## src/rtl/acc_exec_pkg.sv

```systemverilog
// Shared types and default widths for the accumulator execute unit.
package acc_exec_pkg;

  localparam int DATA_W_DEF = 8;
  localparam int ADDR_W_DEF = 5;

  typedef enum logic [2:0] {
    OP_LDA  = 3'd0,
    OP_STA  = 3'd1,
    OP_ADD  = 3'd2,
    OP_SUB  = 3'd3,
    OP_AND  = 3'd4,
    OP_OR   = 3'd5,
    OP_XOR  = 3'd6,
    OP_XNOR = 3'd7
  } op_e;

  typedef enum logic [1:0] {
    ST_IDLE = 2'd0,
    ST_MEM  = 2'd1,
    ST_EXEC = 2'd2,
    ST_DONE = 2'd3
  } state_e;

  function automatic logic is_store(input op_e op);
    return (op == OP_STA);
  endfunction

endpackage

```

## src/rtl/acc_exec_unit_alu.sv

```systemverilog
// Combinational ALU: result and flags from op, accumulator (a) and memory operand (b).
module acc_alu
  import acc_exec_pkg::*;
#(
  parameter int DATA_W = DATA_W_DEF
) (
  input  op_e               i_op,
  input  logic [DATA_W-1:0] i_a,
  input  logic [DATA_W-1:0] i_b,
  output logic [DATA_W-1:0] o_result,
  output logic              o_carry,
  output logic              o_zero
);

  logic [DATA_W:0] w_sum;
  logic [DATA_W:0] w_diff;

  assign w_sum  = {1'b0, i_a} + {1'b0, i_b};
  // Top bit of the widened difference is the borrow; carry means no borrow.
  assign w_diff = {1'b0, i_a} - {1'b0, i_b};

  always_comb begin
    o_result = i_a;
    o_carry  = 1'b0;
    case (i_op)
      OP_LDA:  o_result = i_b;
      OP_ADD: begin
        o_result = w_sum[DATA_W-1:0];
        o_carry  = w_sum[DATA_W];
      end
      OP_SUB: begin
        o_result = w_diff[DATA_W-1:0];
        o_carry  = ~w_diff[DATA_W];
      end
      OP_AND:  o_result = i_a & i_b;
      OP_OR:   o_result = i_a | i_b;
      OP_XOR:  o_result = i_a ^ i_b;
      OP_XNOR: o_result = ~(i_a ^ i_b);
      default: o_result = i_a;
    endcase
  end

  assign o_zero = (o_result == '0);

endmodule

```

## src/rtl/acc_exec_unit.sv

```systemverilog
// Accumulator execute unit: accepts one instruction, runs its memory transaction,
// then applies the ALU op and writes AC and flags.
//   state | meaning
//   IDLE  | ready for an instruction
//   MEM   | memory request outstanding, waiting for ack
//   EXEC  | ALU result registered into AC/flags
//   DONE  | one-cycle completion pulse
module acc_exec_unit
  import acc_exec_pkg::*;
#(
  parameter int DATA_W = DATA_W_DEF,
  parameter int ADDR_W = ADDR_W_DEF
) (
  input  logic              clk,
  input  logic              rst_n,
  input  logic              instr_valid,
  output logic              instr_ready,
  input  logic [2:0]        instr_op,
  input  logic [ADDR_W-1:0] instr_addr,
  output logic              mem_req,
  output logic              mem_we,
  output logic [ADDR_W-1:0] mem_addr,
  output logic [DATA_W-1:0] mem_wdata,
  input  logic              mem_ack,
  input  logic [DATA_W-1:0] mem_rdata,
  output logic [DATA_W-1:0] ac,
  output logic              zero,
  output logic              carry,
  output logic              done
);

  state_e            r_state;
  state_e            w_state_nxt;
  op_e               r_op;
  logic [ADDR_W-1:0] r_addr;
  logic [DATA_W-1:0] r_m;
  logic [DATA_W-1:0] r_ac;
  logic              r_zero;
  logic              r_carry;

  logic [DATA_W-1:0] w_alu_result;
  logic              w_alu_carry;
  logic              w_alu_zero;
  logic              w_accept;

  assign w_accept = (r_state == ST_IDLE) && instr_valid;

  always_comb begin
    w_state_nxt = r_state;
    case (r_state)
      ST_IDLE: if (instr_valid) w_state_nxt = ST_MEM;
      ST_MEM: begin
        if (mem_ack) w_state_nxt = is_store(r_op) ? ST_DONE : ST_EXEC;
      end
      ST_EXEC: w_state_nxt = ST_DONE;
      ST_DONE: w_state_nxt = ST_IDLE;
      default: w_state_nxt = ST_IDLE;
    endcase
  end

  always_ff @(posedge clk or negedge rst_n) begin
    if (!rst_n) r_state <= ST_IDLE;
    else        r_state <= w_state_nxt;
  end

  always_ff @(posedge clk or negedge rst_n) begin
    if (!rst_n) begin
      r_op   <= OP_LDA;
      r_addr <= '0;
    end else if (w_accept) begin
      r_op   <= op_e'(instr_op);
      r_addr <= instr_addr;
    end
  end

  always_ff @(posedge clk or negedge rst_n) begin
    if (!rst_n) begin
      r_m <= '0;
    end else if ((r_state == ST_MEM) && mem_ack && !is_store(r_op)) begin
      r_m <= mem_rdata;
    end
  end

  acc_alu #(
    .DATA_W (DATA_W)
  ) u_alu (
    .i_op     (r_op),
    .i_a      (r_ac),
    .i_b      (r_m),
    .o_result (w_alu_result),
    .o_carry  (w_alu_carry),
    .o_zero   (w_alu_zero)
  );

  // STA never reaches EXEC, so AC and flags only move for read ops.
  always_ff @(posedge clk or negedge rst_n) begin
    if (!rst_n) begin
      r_ac    <= '0;
      r_zero  <= 1'b1;
      r_carry <= 1'b0;
    end else if (r_state == ST_EXEC) begin
      r_ac    <= w_alu_result;
      r_zero  <= w_alu_zero;
      r_carry <= w_alu_carry;
    end
  end

  assign instr_ready = (r_state == ST_IDLE);
  assign mem_req     = (r_state == ST_MEM);
  assign mem_we      = (r_state == ST_MEM) && is_store(r_op);
  assign mem_addr    = r_addr;
  assign mem_wdata   = r_ac;
  assign done        = (r_state == ST_DONE);
  assign ac          = r_ac;
  assign zero        = r_zero;
  assign carry       = r_carry;

endmodule
```

## config.mk

```make
export PLATFORM = sky130hd
export DESIGN_NAME = acc_exec_unit
export DESIGN_NICKNAME = d
export VERILOG_FILES = /design/src/rtl/acc_exec_pkg.sv /design/src/rtl/acc_exec_unit_alu.sv /design/src/rtl/acc_exec_unit.sv
export SDC_FILE = /design/constraint.sdc
export NUM_CORES = 1
export LEC_CHECK = 0
export ABC_AREA = 0
export CORE_ASPECT_RATIO = 0.5
export CORE_MARGIN = 3
export CORE_UTILIZATION = 50
export CTS_BUF_LIST = sky130_fd_sc_hd__clkbuf_16
export CTS_CLUSTER_SIZE = 10
export DETAILED_ROUTE_END_ITERATION = 12
export PLACE_DENSITY = 0.77
export RECOVER_POWER = 50
export SETUP_SLACK_MARGIN = 0.05
export SLEW_MARGIN = 40
export SYNTH_ARGS = -nofsm -noshare
export SYNTH_HDL_FRONTEND = slang
export SYNTH_SLANG_ARGS = --single-unit
```

## constraint.sdc

```tcl
create_clock -name clk -period 3 [get_ports clk]
set_input_delay 0.9 -clock clk [delete_from_list [all_inputs] [get_ports clk]]
set_output_delay 0.9 -clock clk [all_outputs]
set_load 0.005 [all_outputs]
```

==> metrics.csv, run 1 <==
stage,metric,value,unit
run_status,outcome,finished with violations,
run_status,failing checks,"capacitance limit, slew limit",
setup_path,crit-path max cell delay,0.58,ns
finish,area grow syn2layout,20.90,%
drt,via count,2286,
setup_path,crit path capture type,primary output,
power_and_ir_drop,clock power share,9.5,%
setup_path,Worst Path Required,2.10,ns
synth,Ys Warns,0,
floorplan,Row Count,17,
sta,worst-margin pin slew,1.631,ns
power_and_ir_drop,internal power component,2300,uW
synth,area share of the largest cell type after synthesis,25.89,%
drt,DRT Wirelength,6.558,mm
synth,ys flop type,dfrtp_1,
floorplan,Die Height,57.09,um
setup_path,Critical Path Start,r_op[1],
setup_path,crit path DAT,1.85,ns
finish,# diodes,0,
clock_tree,clock-pin slew on the worst setup and hold paths,0.07,ns
setup_path,RR Startpoint,ac[1],
sta,Clock Skews,0.007781,ns
synth,Post-Syn Nets,333,
placement,IO Port Bufs,46,
job,Max Cap Violations,1,
global_routing,initial antenna violation count,0,
synth,Mapped Area,0.002610,sq mm
sta,final slew viol count,29,
worst_hold_path,Hold Crit Class,flip-flop to flip-flop,
synth,Synth cell types,61,
drt,met3 wire length,514,um
clock_tree,CTS max path bufs,2,
clock_tree,clk_lat worst skew,0.27,ns
power_and_ir_drop,worst vdd ir,0.5617,mV
clock_tree,Post-CTS Resized,0,
synth,Avg Inst Size Synth,9.223,sq um
synth,top post-synthesis cells by area,"dfrtp_1 (26%), ha_1 (13%), mux2_2 (8.6%)",
power_and_ir_drop,combinational power share,72.0,%
power_and_ir_drop,sequential share of power,18.6,%
finish,fin cells,381,
synth,Synth area leader,dfrtp_1,
synth,most frequent cells after synthesis,"inv_1 (29), ha_1 (28), dfrtp_1 (27), nor2_1 (24), mux2_2 (20)",
setup_path,worst-path fanout max,7,
worst_hold_path,Cells on Worst Hold Path,1,
synth,most common cell in the netlist,inv_1,
floorplan,initial core utilization,55.52,%
drt,DR top layer,met4,
clock_tree,cts hold-fix bufs,0,
drt,Final ANT Viol Nets,0,
setup_path,Critical Path Start Type,flip-flop,
power_and_ir_drop,Net Sw Power,1947,uW
drt,WL/cell,17.21,um
placement,estimated wirelength of the detail-placed design,4.851,mm
setup_path,CP cell instances,or3b_2 > nor2_1 > clkdlybuf4s50_1,
global_routing,vias in the first global route,2217,
sta,setup_tns,0,ns
drt,Vias/cell,6.000,
power_and_ir_drop,Sw Ratio,45.83,%
sta,Final setup viols,0,
clock_tree,H-tree depth,1,
global_routing,gr usage total,22.10,%
global_routing,first-pass GRT wire length,10.93,mm
power_and_ir_drop,power per cell area,1346,mW/mm^2
synth,Synth Instances,283,
synth,Post-synth EDFFs,0,
drt,Residual DRC,0,
setup_path,crit path kind,flip-flop to primary output,
clock_tree,CTS tree,built,
clock_tree,postcts setup bufs,0,
sta,RSZ-0062 raised after global routing,false,
sta,Peak Freq,0.3636,GHz
drt,metal2 WL,3.018,mm
sta,Final Hold Fails,0,
drt,First DRT Iteration DRCs,267,
worst_hold_path,hold_sp,mem_addr[0],
placement,GP Congestion,0.9482,
floorplan,Core Footprint,0.004701,sq mm
placement,placed cells,377,
finish,layout cell share with drive strength beyond 1,13.65,%
clock_tree,root buffer cell,clkbuf_16,
finish,nets@finish,366,
sta,Tmin final,2.750,ns
synth,Seq cells post-synth,28,
global_routing,largest net degree at the start of global routing,33,
clock_tree,Num CTS Buffers,3,
setup_path,Worst R2R End,zero,
setup_path,Slowest cell on crit path,or3b_2,
synth,"Seq/Total Area, Yosys",26.89,%
global_routing,total grt overflow,0,
worst_hold_path,hold endpoint,mem_addr[0],
drt,drt pass-1 iters,5,
synth,ys async rst share,100.0,%
drt,WL met1,2.973,mm
floorplan,I/O Pins,47,
sta,relative slew slack,-8.764,%
power_and_ir_drop,leak pwr,0.001370,uW
setup_path,worst reg-to-reg setup slack,0.33,ns
floorplan,Die Span X,108.2,um
setup_path,FF-to-FF path depth,8,
clock_tree,Sink Count,28,
floorplan,Die ar.,0.006176,sq mm
sta,Tcrit/Tclk final,91.68,%
## cell type report
class | count | area, sq um
Timing Repair Buffer | 51 | 494.2
Inverter | 29 | 108.9
Tap cell | 66 | 82.58
Fill cell | 384 | 1545
Clock inverter | 1 | 30.03
Multi-Input combinational cell | 203 | 1663
Clock buffer | 3 | 75.07
Sequential cell | 28 | 701.9
## worst max path at each step
stage          slack [ns]     end  depth (start not counted)
4_1_cts              0.25  mem_we                          3
2_1_floorplan        0.52   ac[6]                          9
5_1_grt              0.07    zero                          8
3_5_place_dp         0.37    zero                          8
3_3_place_gp         0.44   ac[6]                          9
6_report             0.25  mem_we                          3
## metrics by stage
stage | power [uW] | area [sq um] | setup WS [ns] | hold WS (ns) | util (%)
after floorplan | 2951 | 2610 | 0.5233 | 0.4872 | -
after global placement | 3666 | 3054 | 0.4422 | 0.4856 | 64.97
after detailed placement | 3783 | 3054 | 0.3658 | 0.4963 | 64.97
after CTS | 4224 | 3159 | 0.2457 | 0.5098 | 67.21
after global routing | 4620 | 3156 | 0.07404 | 0.5330 | 67.13
final | 4247 | 3156 | 0.2496 | 0.5028 | 67.13
## registers in the layout (all words and copies together) (netlist names)
register  count
carry         1
zero          1
r_op          3
mem_addr      5
ac            8
r_m           8
r_state       2
## worst max-delay path, delay by kind of cell, from the launching register on
kind	cells	cell delay (ns)
buf+inv	1	0.51
simple gates	2	0.71
flops	1	0.37
## placed cells by master, fill, tap and decap left out, drive strengths merged, types with 3 or more instances in the layout
master / instances
nor2: 24
o21bai: 3
clkbuf: 4
nand3: 6
dlygate4sd3: 5
a21oi: 14
a211oi: 6
a31oi: 3
ha: 28
a21o: 3
mux2: 20
buf: 4
mux4: 4
or2: 5
nand2: 8
clkdlybuf4s50: 41
nand2b: 6
mux2i: 4
a2111oi: 4
o211ai: 4
inv: 29
nor2b: 7
dfrtp: 27
o21ai: 12
## power by group through the flow
stage | clock (uW) | combinational (uW) | sequential, uW
after floorplan | 0 | 2190 | 765
final | 403 | 3060 | 788
after global placement | 0 | 2890 | 773
after CTS | 413 | 3020 | 788
after global routing | 430 | 3360 | 833
after detailed placement | 0 | 2990 | 796
## per-layer routing
layer | up-vias | track usage [%]
met5 | - | 0
met4 | 0 | 2.698
met3 | 6 | 3.616
met2 | 105 | 36.57
met1 | 1108 | 31.60
li1 | 1067 | -
## logic make-up (layout without fill, tap and decap cells)
group | after synthesis | after routing | share of synthesized area (%)
compound gates | 73 | 73 | 20.47
xor+xnor | 1 | 1 | 0.3356
fa+ha+maj | 30 | 30 | 14.96
buf+inv | 52 | 84 | 9.395
flops | 28 | 28 | 26.89
mux | 28 | 28 | 13.61
simple gates | 71 | 71 | 14.33
Note: power is estimated with default switching activity, not from simulation.
==> run 2, diff against run 1 <==
--- a/config.mk
+++ b/config.mk
@@ -6,13 +6,15 @@
 export NUM_CORES = 1
 export LEC_CHECK = 0
 export ABC_AREA = 0
+export CELL_PAD_IN_SITES_DETAIL_PLACEMENT = 2
+export CELL_PAD_IN_SITES_GLOBAL_PLACEMENT = 2
 export CORE_ASPECT_RATIO = 0.5
 export CORE_MARGIN = 3
-export CORE_UTILIZATION = 50
+export CORE_UTILIZATION = 29
 export CTS_BUF_LIST = sky130_fd_sc_hd__clkbuf_16
 export CTS_CLUSTER_SIZE = 10
 export DETAILED_ROUTE_END_ITERATION = 12
-export PLACE_DENSITY = 0.77
+export PLACE_DENSITY = 0.76
 export RECOVER_POWER = 50
 export SETUP_SLACK_MARGIN = 0.05
 export SLEW_MARGIN = 40
==> constraint.sdc (replaced) <==
create_clock -name clk -period 2.5 [get_ports clk]
set_input_delay 0.75 -clock clk [delete_from_list [all_inputs] [get_ports clk]]
set_output_delay 0.75 -clock clk [all_outputs]
set_load 0.005 [all_outputs]
==> run 2 against run 1 <==
The run ends with setup timing left. Via count rose by 7.9%. Hold slack improved by 0.019 ns. Non-clock buffer count rose by 32. Die area rose by 66%. First-iteration DRC count fell by 25%. Count of clock-buffer cells in the layout did not move. Critical path depth rose by 6. Final cell count rose by 20%. Register-to-register slack got worse by 0.40 ns. Core utilization fell by 24 points.
==> metrics.csv, run 2 (synthesized netlist as in run 1, its figures left out) <==
stage,metric,value,unit,change
sta,Final Hold Fails,0,,unchanged
placement,estimated wirelength of the detail-placed design,6.928,mm,+43%
finish,number of fill cells in the layout,871,,+130%
floorplan,initial core utilization,31.17,%,-24 points
drt,First DRT Iteration DRCs,201,,-25%
finish,area grow syn2layout,37.87,%,
global_routing,total grt overflow,0,,unchanged
setup_path,worst-path fanout max,3,,-4
finish,Post-Route Utilization,42.97,%,-24 points
sta,Clock Skews,0.01237,ns,+0.004585 ns
drt,WL/cell,22.47,um,+31%
floorplan,Core Footprint,0.008374,sq mm,+78%
sta,final slew viol count,0,,-100%
clock_tree,cts hold-fix bufs,0,,unchanged
setup_path,Critical Path Start Type,flip-flop,,
sta,relative slew slack,46.30,%,+55 points
sta,Tmin final,2.574,ns,
clock_tree,CTS max path bufs,2,,unchanged
sta,worst-margin pin slew,0.8055,ns,-0.8260 ns
floorplan,Die Span X,140.2,um,+30%
finish,fin cells,459,,+20%
sta,Tcrit/Tclk final,103.0,%,
finish,"most common cell after layout, fill and taps aside",clkdlybuf4s50_1,,
drt,DRT Wirelength,10.31,mm,+57%
drt,via count,2466,,+7.9%
setup_path,crit path DAT,2.73,ns,+0.88 ns
finish,layout cell share with drive strength beyond 1,29.39,%,+16 points
sta,Final setup viols,2,,+2
sta,RSZ-0062 raised after global routing,true,,
finish,FF+latch area,701.9,sq um,unchanged
global_routing,M3 GR Usage,2.291,%,-1.3 points
setup_path,crit path kind,flip-flop to flip-flop,,
clock_tree,Num CTS Buffers,3,,unchanged
sta,Hold Slack,0.5216,ns,+0.01885 ns
clock_tree,Sink Count,28,,unchanged
global_routing,met2 Track Usage GR,34.48,%,-2.1 points
setup_path,FF-to-FF path depth,9,,+1
finish,most frequent cells in the layout,"clkdlybuf4s50_1 (42), buf_4 (34), dfrtp_1 (27)",,
placement,IO Port Bufs,46,,unchanged
clock_tree,root buffer cell,clkbuf_16,,
clock_tree,CTS tree,built,,
worst_hold_path,Cells on Worst Hold Path,1,,unchanged
global_routing,first-pass GRT wire length,15.98,mm,+46%
drt,Final ANT Viol Nets,0,,unchanged
sta,final worst slack,-0.07397,ns,-0.3236 ns
placement,GP Congestion,0.8762,,-7.6%
run_status,failing checks,setup timing,,
finish,Multi-input gate area,0.001808,sq mm,+8.7%
global_routing,largest net degree at the start of global routing,33,,unchanged
job,Max Cap Violations,0,,-1
finish,nets@finish,398,,+8.7%
global_routing,gr usage total,19.66,%,-2.4 points
sta,Peak Freq,0.3885,GHz,
drt,drt pass-1 iters,4,,-1
floorplan,I/O Pins,47,,unchanged
clock_tree,H-tree depth,1,,unchanged
global_routing,busiest grt layer,met2,,
sta,setup_tns,-0.1341,ns,-0.1341 ns
finish,# diodes,0,,unchanged
run_status,outcome,finished with violations,,
setup_path,crit path capture type,flip-flop,,
global_routing,vias in the first global route,2808,,+27%
floorplan,Row Count,23,,+6
placement,placed cells,446,,+18%
global_routing,initial antenna violation count,0,,unchanged
clock_tree,clk_lat worst skew,0.28,ns,about the same
floorplan,Die ar.,0.01024,sq mm,+66%
setup_path,Worst Path Required,2.66,ns,+0.56 ns
drt,Vias/cell,5.373,,-10%
global_routing,met1 usage,26.82,%,-4.8 points
drt,Residual DRC,0,,unchanged
clock_tree,clock-pin slew on the worst setup and hold paths,0.08,ns,about the same
floorplan,Die Height,73.08,um,+28%
worst_hold_path,Hold Crit Class,flip-flop to flip-flop,,
run 2: timing repair:
action / in CTS / in global routing
setup buffers: 6 / 3
gates resized for setup: 17 / 21
endpoints found under the setup margin: 6 / 7
cloned: 0 / 0
pin swaps: 8 / 4
run 2: cell type report:
| class | count | area share (%) |
|---|---|---|
| flip-flops and latches | 28 | 19.51 |
| well taps | 112 | 3.894 |
| clock inverters | 1 | 0.8345 |
| inverters | 29 | 3.025 |
| multi-input cells | 203 | 50.24 |
| clock buffers | 3 | 2.086 |
| repair buffers | 83 | 20.41 |
run 2: worst max-delay path, cell delays in order (launching register included):
cell,delay (ns)
dfrtp_1,0.39
inv_2,0.05
ha_2,0.20
fa_2,0.38
or2_4,0.27
a21oi_4,0.15
o22ai_2,0.11
or3_1,0.37
a31o_1,0.26
mux2_2,0.27
run 2: stage by stage:
stage | cell area [sq um] | setup WS (ns)
after detailed placement | 3289 | -0.09714
final | 3598 | -0.07397
after global placement | 3289 | -0.02820
after floorplan | 2615 | 0.06320
after global routing | 3598 | -0.1670
after CTS | 3497 | -0.01930
run 2: metal layers:
metal | routed length, um | share of wire [%] | up-vias
met4 | 60 | 0.58 | 0
met3 | 161 | 1.6 | 7
met2 | 5175 | 50 | 32
li1 | - | - | 1131
met5 | 0 | 0 | -
met1 | 4917 | 48 | 1296
run 2: final timing paths:
kind                              from           to  slack (ns)
hold / removal             mem_addr[2]  mem_addr[2]        0.52
min in group asynchronous        rst_n       r_m[1]        1.10
max in group asynchronous        rst_n        ac[6]        0.88
setup reg to reg                 ac[0]        ac[6]       -0.07
setup / recovery                 ac[0]        ac[6]       -0.07
hold reg to reg            mem_addr[2]  mem_addr[2]        0.52
Power of run 2 is left out: the tool's default activity adds up to more than one toggle a clock period on the data nets, which glitch-free logic cannot reach.
==> run 3, diff against run 2 <==
--- a/config.mk
+++ b/config.mk
@@ -9,11 +9,11 @@
 export CELL_PAD_IN_SITES_DETAIL_PLACEMENT = 2
 export CELL_PAD_IN_SITES_GLOBAL_PLACEMENT = 2
 export CORE_ASPECT_RATIO = 0.5
-export CORE_MARGIN = 3
 export CORE_UTILIZATION = 29
 export CTS_BUF_LIST = sky130_fd_sc_hd__clkbuf_16
 export CTS_CLUSTER_SIZE = 10
 export DETAILED_ROUTE_END_ITERATION = 12
+export MAX_ROUTING_LAYER = met4
 export PLACE_DENSITY = 0.76
 export RECOVER_POWER = 50
 export SETUP_SLACK_MARGIN = 0.05
==> run 3 against run 2 <==
The run still ends with setup timing left. Final area fell by 3.6%. Fmax increased by 1.7%. Die area down 8.2%. Worst setup slack better by 0.042 ns. Sequential share of layout area rose by 0.72 points. Critical path depth is the same. Routed wire length fell by 13%. Global-route usage increased by 0.56 points.
==> metrics.csv, run 3 (synthesized netlist as in run 1, its figures left out) <==
stage,metric,value,unit,change
sta,final slew viol count,0,,unchanged
finish,"most common cell after layout, fill and taps aside",clkdlybuf4s50_1,,
drt,via count,2372,,-3.8%
clock_tree,CTS max path bufs,2,,unchanged
floorplan,initial core utilization,29.97,%,-1.2 points
global_routing,gr usage total,20.22,%,+0.56 points
placement,estimated wirelength of the detail-placed design,6.547,mm,-5.5%
worst_hold_path,Hold Crit Class,flip-flop to flip-flop,,
floorplan,I/O Pins,47,,unchanged
sta,RSZ-0062 raised after global routing,true,,
global_routing,largest net degree at the start of global routing,33,,unchanged
placement,Placement Cell Area,0.003251,sq mm,-1.2%
sta,Peak Freq,0.3950,GHz,+1.7%
power_and_ir_drop,worst vdd ir,0.4115,mV,
sta,Hold Slack,0.5132,ns,-0.008396 ns
clock_tree,cts hold-fix bufs,0,,unchanged
finish,most frequent cells in the layout,"clkdlybuf4s50_1 (42), dfrtp_1 (27), inv_1 (26)",,
setup_path,Critical Path Start Type,flip-flop,,
setup_path,crit path kind,flip-flop to flip-flop,,
global_routing,first-pass GRT wire length,14.41,mm,-9.8%
global_routing,initial antenna violation count,0,,unchanged
sta,Final Hold Fails,0,,unchanged
drt,First DRT Iteration DRCs,74,,-63%
floorplan,Core Footprint,0.008708,sq mm,+4.0%
floorplan,Row Count,24,,+4.3%
placement,IO Port Bufs,46,,unchanged
floorplan,Die ar.,0.009406,sq mm,-8.2%
clock_tree,H-tree depth,1,,unchanged
drt,Vias/cell,5.225,,-2.8%
sta,final worst slack,-0.03175,ns,+0.04222 ns
floorplan,Die Span X,136.2,um,-2.9%
sta,setup_tns,-0.04570,ns,+0.08841 ns
finish,fin cells,454,,-1.1%
placement,GP Congestion,0.8213,,-6.3%
finish,area grow syn2layout,32.93,%,
finish,# diodes,0,,unchanged
power_and_ir_drop,power per cell area,1706,mW/mm^2,
clock_tree,Num CTS Buffers,3,,unchanged
sta,Tcrit/Tclk final,101.3,%,-1.7 points
run_status,outcome,finished with violations,,
drt,drt pass-1 iters,4,,unchanged
setup_path,Worst Path Required,2.68,ns,+0.02 ns
global_routing,vias in the first global route,2672,,-4.8%
clock_tree,root buffer cell,clkbuf_16,,
sta,worst-margin pin slew,0.7803,ns,-0.02515 ns
finish,number of fill cells in the layout,965,,+11%
drt,WL/cell,19.78,um,-12%
sta,relative slew slack,47.98,%,+1.7 points
job,Max Cap Violations,0,,unchanged
clock_tree,clk_lat worst skew,0.28,ns,about the same
finish,layout cell share with drive strength beyond 1,24.93,%,-4.5 points
clock_tree,clock-pin slew on the worst setup and hold paths,0.08,ns,about the same
setup_path,crit path DAT,2.71,ns,-0.02 ns
run_status,failing checks,setup timing,,
drt,Final ANT Viol Nets,0,,unchanged
sta,Clock Skews,0.007054,ns,-0.005312 ns
finish,Post-Route Utilization,39.84,%,-3.1 points
global_routing,total grt overflow,0,,unchanged
clock_tree,Sink Count,28,,unchanged
drt,DRT Wirelength,8.981,mm,-13%
drt,Residual DRC,0,,unchanged
setup_path,crit path capture type,flip-flop,,
placement,placed cells,445,,-0.22%
finish,nets@finish,388,,-2.5%
sta,Final setup viols,2,,unchanged
sta,Tmin final,2.532,ns,-0.04222 ns
floorplan,Die Height,69.08,um,-5.5%
power_and_ir_drop,leak pwr,0.001491,uW,
setup_path,worst-path fanout max,3,,unchanged
finish,post-route cell area,0.003470,sq mm,-3.6%
clock_tree,CTS tree,built,,
==> run 3: cell count changes in the layout (fill, tap and decap cells not counted), sizes merged <==
cell          delta
clkbuf           +1
dlymetal6s2s     +1
dlygate4sd2      -1
buf             -11
==> run 3: final timing paths <==
kind / depth (start not counted) / end / start / slack (ns)
setup / recovery: 9 / zero / ac[0] / -0.03
hold / removal: 1 / mem_addr[0] / mem_addr[0] / 0.51
setup reg to reg: 9 / zero / ac[0] / -0.03
hold reg to reg: 1 / mem_addr[0] / mem_addr[0] / 0.51
max in group asynchronous: 2 / ac[3] / rst_n / 0.92
min in group asynchronous: 2 / r_m[6] / rst_n / 1.09
==> run 3: what timing repair did <==
item | in CTS | in global routing
buffers inserted | 2 | 3
pin swaps | 7 | 4
setup endpoints to repair | 6 | 7
resized for setup | 17 | 7
==> run 3: metrics by stage <==
stage	setup WS, ns	total power (uW)
6_report	-0.03175	5920
5_1_grt	-0.1259	6335
4_1_cts	-0.02672	5787
3_5_place_dp	-0.06306	5051
3_3_place_gp	-0.03122	4820
2_1_floorplan	0.06320	3550
==> run 3: layer usage <==
metal  share of wire, %  global-route usage [%]  up-vias
met5                  0                       -        -
met3                3.5                   2.943        6
met2                 50                   33.73       44
met4               0.73                   2.346        0
li1                   -                       -     1112
met1                 46                   26.64     1210
==> run 3: power breakdown <==
part	total [uW]	internal [uW]	switching (uW)
sequential	872	691	181
clock	500	320	180
combinational	4550	2150	2400
total	5920	3160	2760
==> run 3: layout make-up <==
| type | instances | area, sq um | area share, % |
|---|---|---|---|
| flip-flops and latches | 28 | 701.9 | 20.23 |
| well taps | 117 | 146.4 | 4.219 |
| clock buffers | 3 | 75.07 | 2.164 |
| clock inverters | 1 | 30.03 | 0.8655 |
| repair buffers | 73 | 659.4 | 19.00 |
| inverters | 29 | 108.9 | 3.137 |
| multi-input cells | 203 | 1748 | 50.38 |
==> run 3: worst max-delay path: stages (launching register included) <==
cell     delay (ns)
dfrtp_1        0.40
inv_2          0.06
ha_2           0.20
fa_2           0.35
or2_4          0.27
o21ai_0        0.19
a21oi_1        0.10
o32ai_1        0.43
nand4_1        0.19
o41ai_2        0.23
==> RTL edit 1: new RTL, settings of run 1 <==
Change the package constant `DATA_W_DEF` from 8 to 9.
--- a/src/rtl/acc_exec_pkg.sv
+++ b/src/rtl/acc_exec_pkg.sv
@@ -1,7 +1,7 @@
 // Shared types and default widths for the accumulator execute unit.
 package acc_exec_pkg;
 
-  localparam int DATA_W_DEF = 8;
+  localparam int DATA_W_DEF = 9;
   localparam int ADDR_W_DEF = 5;
 
   typedef enum logic [2:0] {
Ports: changed (resized ac, mem_rdata and mem_wdata); port bits go from 47 to 50. No check against the original RTL was run, so the function may have changed too.
==> RTL edit 1 against run 1 <==
  * The flow still finishes with violations (max-capacitance violations, max-slew violations)
  * Worst hold slack got worse by 0.0013 ns
  * Critical path depth rose by 6
  * Utilization fell by 2.1 points
  * Design area rose by 7.7%
  * Sequential cell count rose by 2
  * Area after synthesis rose by 9.9%
  * Highest routed layer unchanged
  * Setup slack got worse by 0.035 ns
  * Routed wire length rose by 8.2%
  * Power rose by 9.8%
  * Clock power rose by 23%
==> RTL edit 1: results (changes against run 1) <==
Run status
  – Status: complete, but fails checks
  – Failing checks: max-capacitance violations, max-slew violations

Timing
  – Skew final: 0.00278 ns (-0.00500 ns)
  – Max Slew Vio Count: 31 (+6.9%)
  – Slew margin rel.: -12.6% (-3.9 points)

Min path
  – Worst min path class: reg2reg
  – Hold path cells: 1 (unchanged)

Clock network
  – Post_cts resized: 0 (unchanged)
  – Num CTS Buffers: 5 (+2)
  – CTS clk-pin slew, worst paths: 0.05 ns (-0.02 ns)
  – Root Driver: clkbuf_16
  – Clk Latency, worst-skew pair: ~0.28 ns
  – H-tree levels: 2 (+1)
  – CTS max path bufs: 2 (unchanged)
  – Setup bufs post-CTS: 0 (unchanged)

Drt
  – Vias per std cell: 5.87 (-2.2%)
  – Initial drt markers: 197 (-26%)
  – Drt total wl: 7090 um (+8.2%)
  – Antenna viol nets, final: 0 (unchanged)
  – Initial DRT Pass Iterations: 5 (unchanged)

Cells and area
  – Layout cell share with drive strength beyond 1: 11.4% (-2.3 points)
  – Post-layout net count: 406 (+11%)
  – # fillers: 423 (+10%)
  – ANT cells: 0 (unchanged)

GRT
  – Number of global-route vias before repair: 2223 (+0.27%)
  – Total GRT Usage: 21.3% (-0.76 points)
  – Largest net degree at the start of global routing: 34 (+3.0%)
  – Initial antenna violation count: 0 (unchanged)
  – First-pass GRT wire length: 11200 um (+2.7%)

Synthesis
  – Yosys warns: 0 (unchanged)
  – Synth Area in Compound Gates: 22.6% (+2.1 points)
  – Multiplexer share of the synthesized area: 9.73% (-3.9 points)
  – Post-synthesis adder-cell area fraction: 15.4% (+0.40 points)
  – Post-synth cell types: 64 (+4.9%)
  – Largest cells by area after synthesis: dfrtp_1 25%, ha_1 14%, mux2_2 4.3%, inv_1 4.2%, o21ai_0 4.0%
  – Post-Syn Nets: 370 (+11%)
  – Post-Synth XOR/XNOR Area: 1.83% (+1.5 points)
  – Seq/Total Area, Yosys: 26.2% (-0.67 points)
  – Synth cell count leaders: 32 x ha_1, 32 x inv_1, 29 x dfrtp_1

Place
  – Buffers on Ports: 49 (+6.5%)
  – DPL Wire Length: 5140 um (+6.0%)
  – Final GP Congestion: 0.947 (-0.15%)

Pwr
  – Leak pwr: 1.48 nW (+7.7%)
  – Peak supply drop: 0.577 mV (+2.7%)

Critical path
  – Critical Path Fanout Max: 11 (+4)
  – Arr. time, crit path: 3.01 ns (+1.16 ns)
  – Critical path's largest stage delay: 0.51 ns (-0.07 ns)
  – Length in cells of the worst reg-to-reg path: 9 (+1)
  – Slowest cell on crit path: ha_1

Run
  – Max Cap Violations: 1 (unchanged)
-- RTL edit 1: cell count changes after synthesis, sizes merged, moves of 4 or more --
cell and change:
mux2 -8, ha +4, or2 -5, inv +4
o21ai +12, nand2 +19, nor2b -5, nand2b -5
-- RTL edit 1: worst paths after layout --
kind / startpoint / endpoint / slack (ns)
max in group asynchronous: rst_n / ac[5]$_DFFE_PN0N_ / 0.49
max reg2reg: ac[4]$_DFFE_PN0N_ / ac[8]$_DFFE_PN0N_ / 0.22
max: ac[4]$_DFFE_PN0N_ / ac[8]$_DFFE_PN0N_ / 0.22
min in group asynchronous: rst_n / r_m[0]$_DFFE_PN0P_ / 1.53
min: mem_addr[1]$_DFFE_PN0P_ / mem_addr[1]$_DFFE_PN0P_ / 0.50
min reg2reg: mem_addr[1]$_DFFE_PN0P_ / mem_addr[1]$_DFFE_PN0P_ / 0.50
-- RTL edit 1: where the power goes --
group	leakage [nW]	switching, mW	internal, mW	total [mW]
clock network	0.0672	0.192	0.303	0.494
registers	0.355	0.216	0.611	0.827
logic	1.05	1.78	1.56	3.34
total	1.48	2.19	2.47	4.66
-- RTL edit 1: routing by layer --
layer | GRT usage [%] | vias up | wire length [um]
met5 | 0 | - | 0
met4 | 4.11 | 0 | 39
met3 | 4.49 | 5 | 639
met2 | 32.8 | 112 | 3010
met1 | 31.3 | 1177 | 3410
li1 | - | 1182 | -
-- RTL edit 1: stage by stage --
stage,worst slack [ns],cell area (sq um),hold WS [ns],instances
after floorplan,0.592,2870,0.468,315
after global placement,0.360,3270,0.487,414
after detailed placement,0.277,3270,0.494,414
after CTS,0.254,3410,0.506,422
after global routing,0.0635,3400,0.523,422
final,0.215,3400,0.501,422
-- RTL edit 1: cell type report --
| class | count | area, sq um | area share [%] |
|---|---|---|---|
| Tap cell | 70 | 87.6 | 2.58 |
| Timing Repair Buffer | 55 | 528 | 15.5 |
| Clock inverter | 3 | 16.3 | 0.478 |
| Sequential cell | 30 | 752 | 22.1 |
| Inverter | 33 | 124 | 3.64 |
| Clock buffer | 5 | 125 | 3.68 |
| Multi-Input combinational cell | 226 | 1770 | 52.0 |
-- RTL edit 1: cell families (layout without fill, tap and decap cells) --
kind of cell | count (synthesis) | in the layout
xor gates and xnor gates | 6 | 6
muxes | 21 | 21
adders and majority gates | 34 | 34
buffers and inverters | 59 | 96
DFF | 30 | 30
AOI/OAI and AO/OA | 90 | 90
and+or+nand+nor | 75 | 75
-- RTL edit 1: worst max-delay path, delay by kind of cell (launching register included) --
| family | cells | cell delay (ns) |
|---|---|---|
| AOI/OAI and AO/OA | 4 | 0.96 |
| adders and majority gates | 1 | 0.51 |
| muxes | 2 | 0.48 |
| DFF | 1 | 0.42 |
| and+or+nand+nor | 1 | 0.26 |
| buffers and inverters | 1 | 0.08 |
==> RTL edit 2: new RTL, settings of run 1 <==
Made on the original files. Re-encode `state_e` (4 states) as one-hot, 4 bits wide.
--- a/src/rtl/acc_exec_pkg.sv
+++ b/src/rtl/acc_exec_pkg.sv
@@ -15,11 +15,11 @@
     OP_XNOR = 3'd7
   } op_e;
 
-  typedef enum logic [1:0] {
-    ST_IDLE = 2'd0,
-    ST_MEM  = 2'd1,
-    ST_EXEC = 2'd2,
-    ST_DONE = 2'd3
+  typedef enum logic [3:0] {
+    ST_IDLE = 4'b0001,
+    ST_MEM  = 4'b0010,
+    ST_EXEC = 4'b0100,
+    ST_DONE = 4'b1000
   } state_e;
 
   function automatic logic is_store(input op_e op);
Formal check against the unedited RTL: same outputs for any inputs over 10 cycles, from zero or initial values and one cycle with rst_n low; not proved beyond that.
==> RTL edit 2 against run 1 <==
  * Via count rose by 1.2%
  * Power fell by 6.9%
  * Routed wire length rose by 2.4%
  * Design area rose by 0.20%
  * Count of clock-buffer cells in the layout rose by 2
  * Maximum frequency fell by 2.0%
  * Critical path depth did not move
  * Worst hold slack got worse by 0.010 ns
  * Setup slack got worse by 0.055 ns
  * Area after synthesis fell by 2.8%
  * Utilization rose by 1.1 points
  * Sequential cell count rose by 2
  * Clock skew fell by 0.0043 ns
==> RTL edit 2: results (changes against run 1) <==
Cells and area
  – Count of multi-input gates: 214 (+5.4%)
  – Non-clock inverters: 28 (-3.4%)
  – Fraction of area in multi-input gates: 48.7% (-4.0 points)
  – # fillers: 390 (+1.6%)
  – ClkCell Share: 5.14% (+1.8 points)
  – Plain + repair buffers: 54 (+5.9%)
  – Layout cell share with drive strength beyond 1: 10.8% (-2.9 points)
  – Post-layout net count: 379 (+3.6%)
  – Fraction of cell area in non-clock buffers: 16.4% (+0.72 points)
  – ANT cells: 0 (unchanged)
  – Seq/total area: 23.8% (+1.6 points)

Clock network
  – CTS clk-pin slew, worst paths: 0.05 ns (-0.02 ns)
  – Num CTS Buffers: 5 (+2)
  – Root Driver: clkbuf_16
  – Post_cts resized: 0 (unchanged)
  – CTS Sinks: 30 (+7.1%)
  – Clk Latency, worst-skew pair: about 0.28 ns
  – H-tree levels: 2 (+1)
  – Setup bufs post-CTS: 0 (unchanged)

Timing
  – Final period util: 93.5% (+1.8 points)
  – Skew final: 0.00347 ns (-0.00431 ns)
  – Worst slew pin tran: 0.799 ns (-0.832 ns)
  – Worst hold slack: 0.492 ns (-0.0104 ns)

GRT
  – Initial antenna violation count: 0 (unchanged)
  – First-pass GRT wire length: 11100 um (+1.1%)
  – Total GRT Usage: 23.2% (+1.1 points)
  – Number of global-route vias before repair: 2199 (-0.81%)
  – Largest net degree at the start of global routing: 31 (-6.1%)

Pwr
  – Leak pwr: 1.39 nW (+1.2%)
  – Internal Power: 2.18 mW (-5.4%)
  – Peak supply drop: 0.643 mV (+14%)

Synthesis
  – Multiplexer share of the synthesized area: 9.08% (-4.5 points)
  – Post-Synth XOR/XNOR Area: 1.38% (+1.0 points)
  – Largest cells by area after synthesis: dfrtp_1 28%, ha_1 12%, mux2_2 4.9%, nand2_1 4.1%, inv_1 3.7%
  – Seq/Total Area, Yosys: 29.7% (+2.8 points)
  – Post-synthesis adder-cell area fraction: 13.4% (-1.5 points)
  – Synth Area in Compound Gates: 21.8% (+1.3 points)
  – Post-Syn Nets: 341 (+2.4%)
  – Synth cell count leaders: 28 x dfrtp_1, 28 x nand2_1, 25 x inv_1
  – Yosys warns: 0 (unchanged)
  – Post-synth cell types: 58 (-4.9%)

Min path
  – Worst Hold Endpoint: carry$_DFFE_PN0P_
  – Hold path cells: 1 (unchanged)
  – Min-delay src: carry$_DFFE_PN0P_
  – Worst min path class: reg2reg

Drt
  – Initial DRT Pass Iterations: 5 (unchanged)
  – Initial drt markers: 256 (-4.1%)
  – WL/cell: 16.8 um (-2.5%)
  – Vias per std cell: 5.78 (-3.6%)

Place
  – Buffers on Ports: 46 (unchanged)
  – DPL Wire Length: 4780 um (-1.5%)
  – Final GP Congestion: 0.960 (+1.2%)

Critical path
  – Length in cells of the worst reg-to-reg path: 9 (+1)
  – RR Endpoint: zero$_DFFE_PN1P_
  – Critical Path Fanout Max: 3 (-4)
  – R2R setup slack: 0.29 ns (-0.04 ns)
  – Worst R2R Start: ac[1]$_DFFE_PN0P_
  – Arr. time, crit path: 1.91 ns (+0.06 ns)

Run status
  – Status: finished clean
-- RTL edit 2: power groups by stage --
stage	Clock [mW]	Combinational, mW	Sequential (mW)
global route	0.596	2.86	0.809
detailed placement	0	2.55	0.776
CTS	0.578	2.58	0.770
global placement	0	2.49	0.758
floorplan	0	1.87	0.747
finish	0.570	2.62	0.768
-- RTL edit 2: how the worst max path moves through the flow --
stage	from	to	slack (ns)
finish	r_state[0]$_DFFE_PN1P_	instr_ready	0.19
global route	ac[1]$_DFFE_PN0P_	zero$_DFFE_PN1P_	0.12
CTS	r_state[0]$_DFFE_PN1P_	instr_ready	0.20
detailed placement	ac[1]$_DFFE_PN0P_	zero$_DFFE_PN1P_	0.39
global placement	ac[1]$_DFFE_PN0P_	zero$_DFFE_PN1P_	0.48
floorplan	ac[0]$_DFFE_PN0P_	zero$_DFFE_PN1P_	0.66
-- RTL edit 2: per-layer routing --
layer	vias to the layer above	global-route usage [%]	share of wire, %	routed length (um)
met5	-	0	0	0
met4	0	6.74	1.8	124
met3	18	7.35	11	717
met2	142	33.7	42	2810
met1	1048	33.1	46	3070
li1	1105	-	-	-
-- RTL edit 2: critical path: stages (launching register included) --
cell	delay, ns
dfstp_2	0.53
or4b_1	0.49
inv_1	0.11
clkdlybuf4s50_1	0.50
-- RTL edit 2: through the flow --
stage	instances	worst slack, ns	total power, mW	util, %	instance area [sq um]
2_1_floorplan	295	0.658	2.62	-	2540
3_3_place_gp	392	0.482	3.24	64.7	3000
3_5_place_dp	392	0.388	3.32	64.7	3000
4_1_cts	400	0.196	3.92	68.2	3160
5_1_grt	400	0.118	4.27	68.2	3160
6_report	400	0.195	3.96	68.2	3160
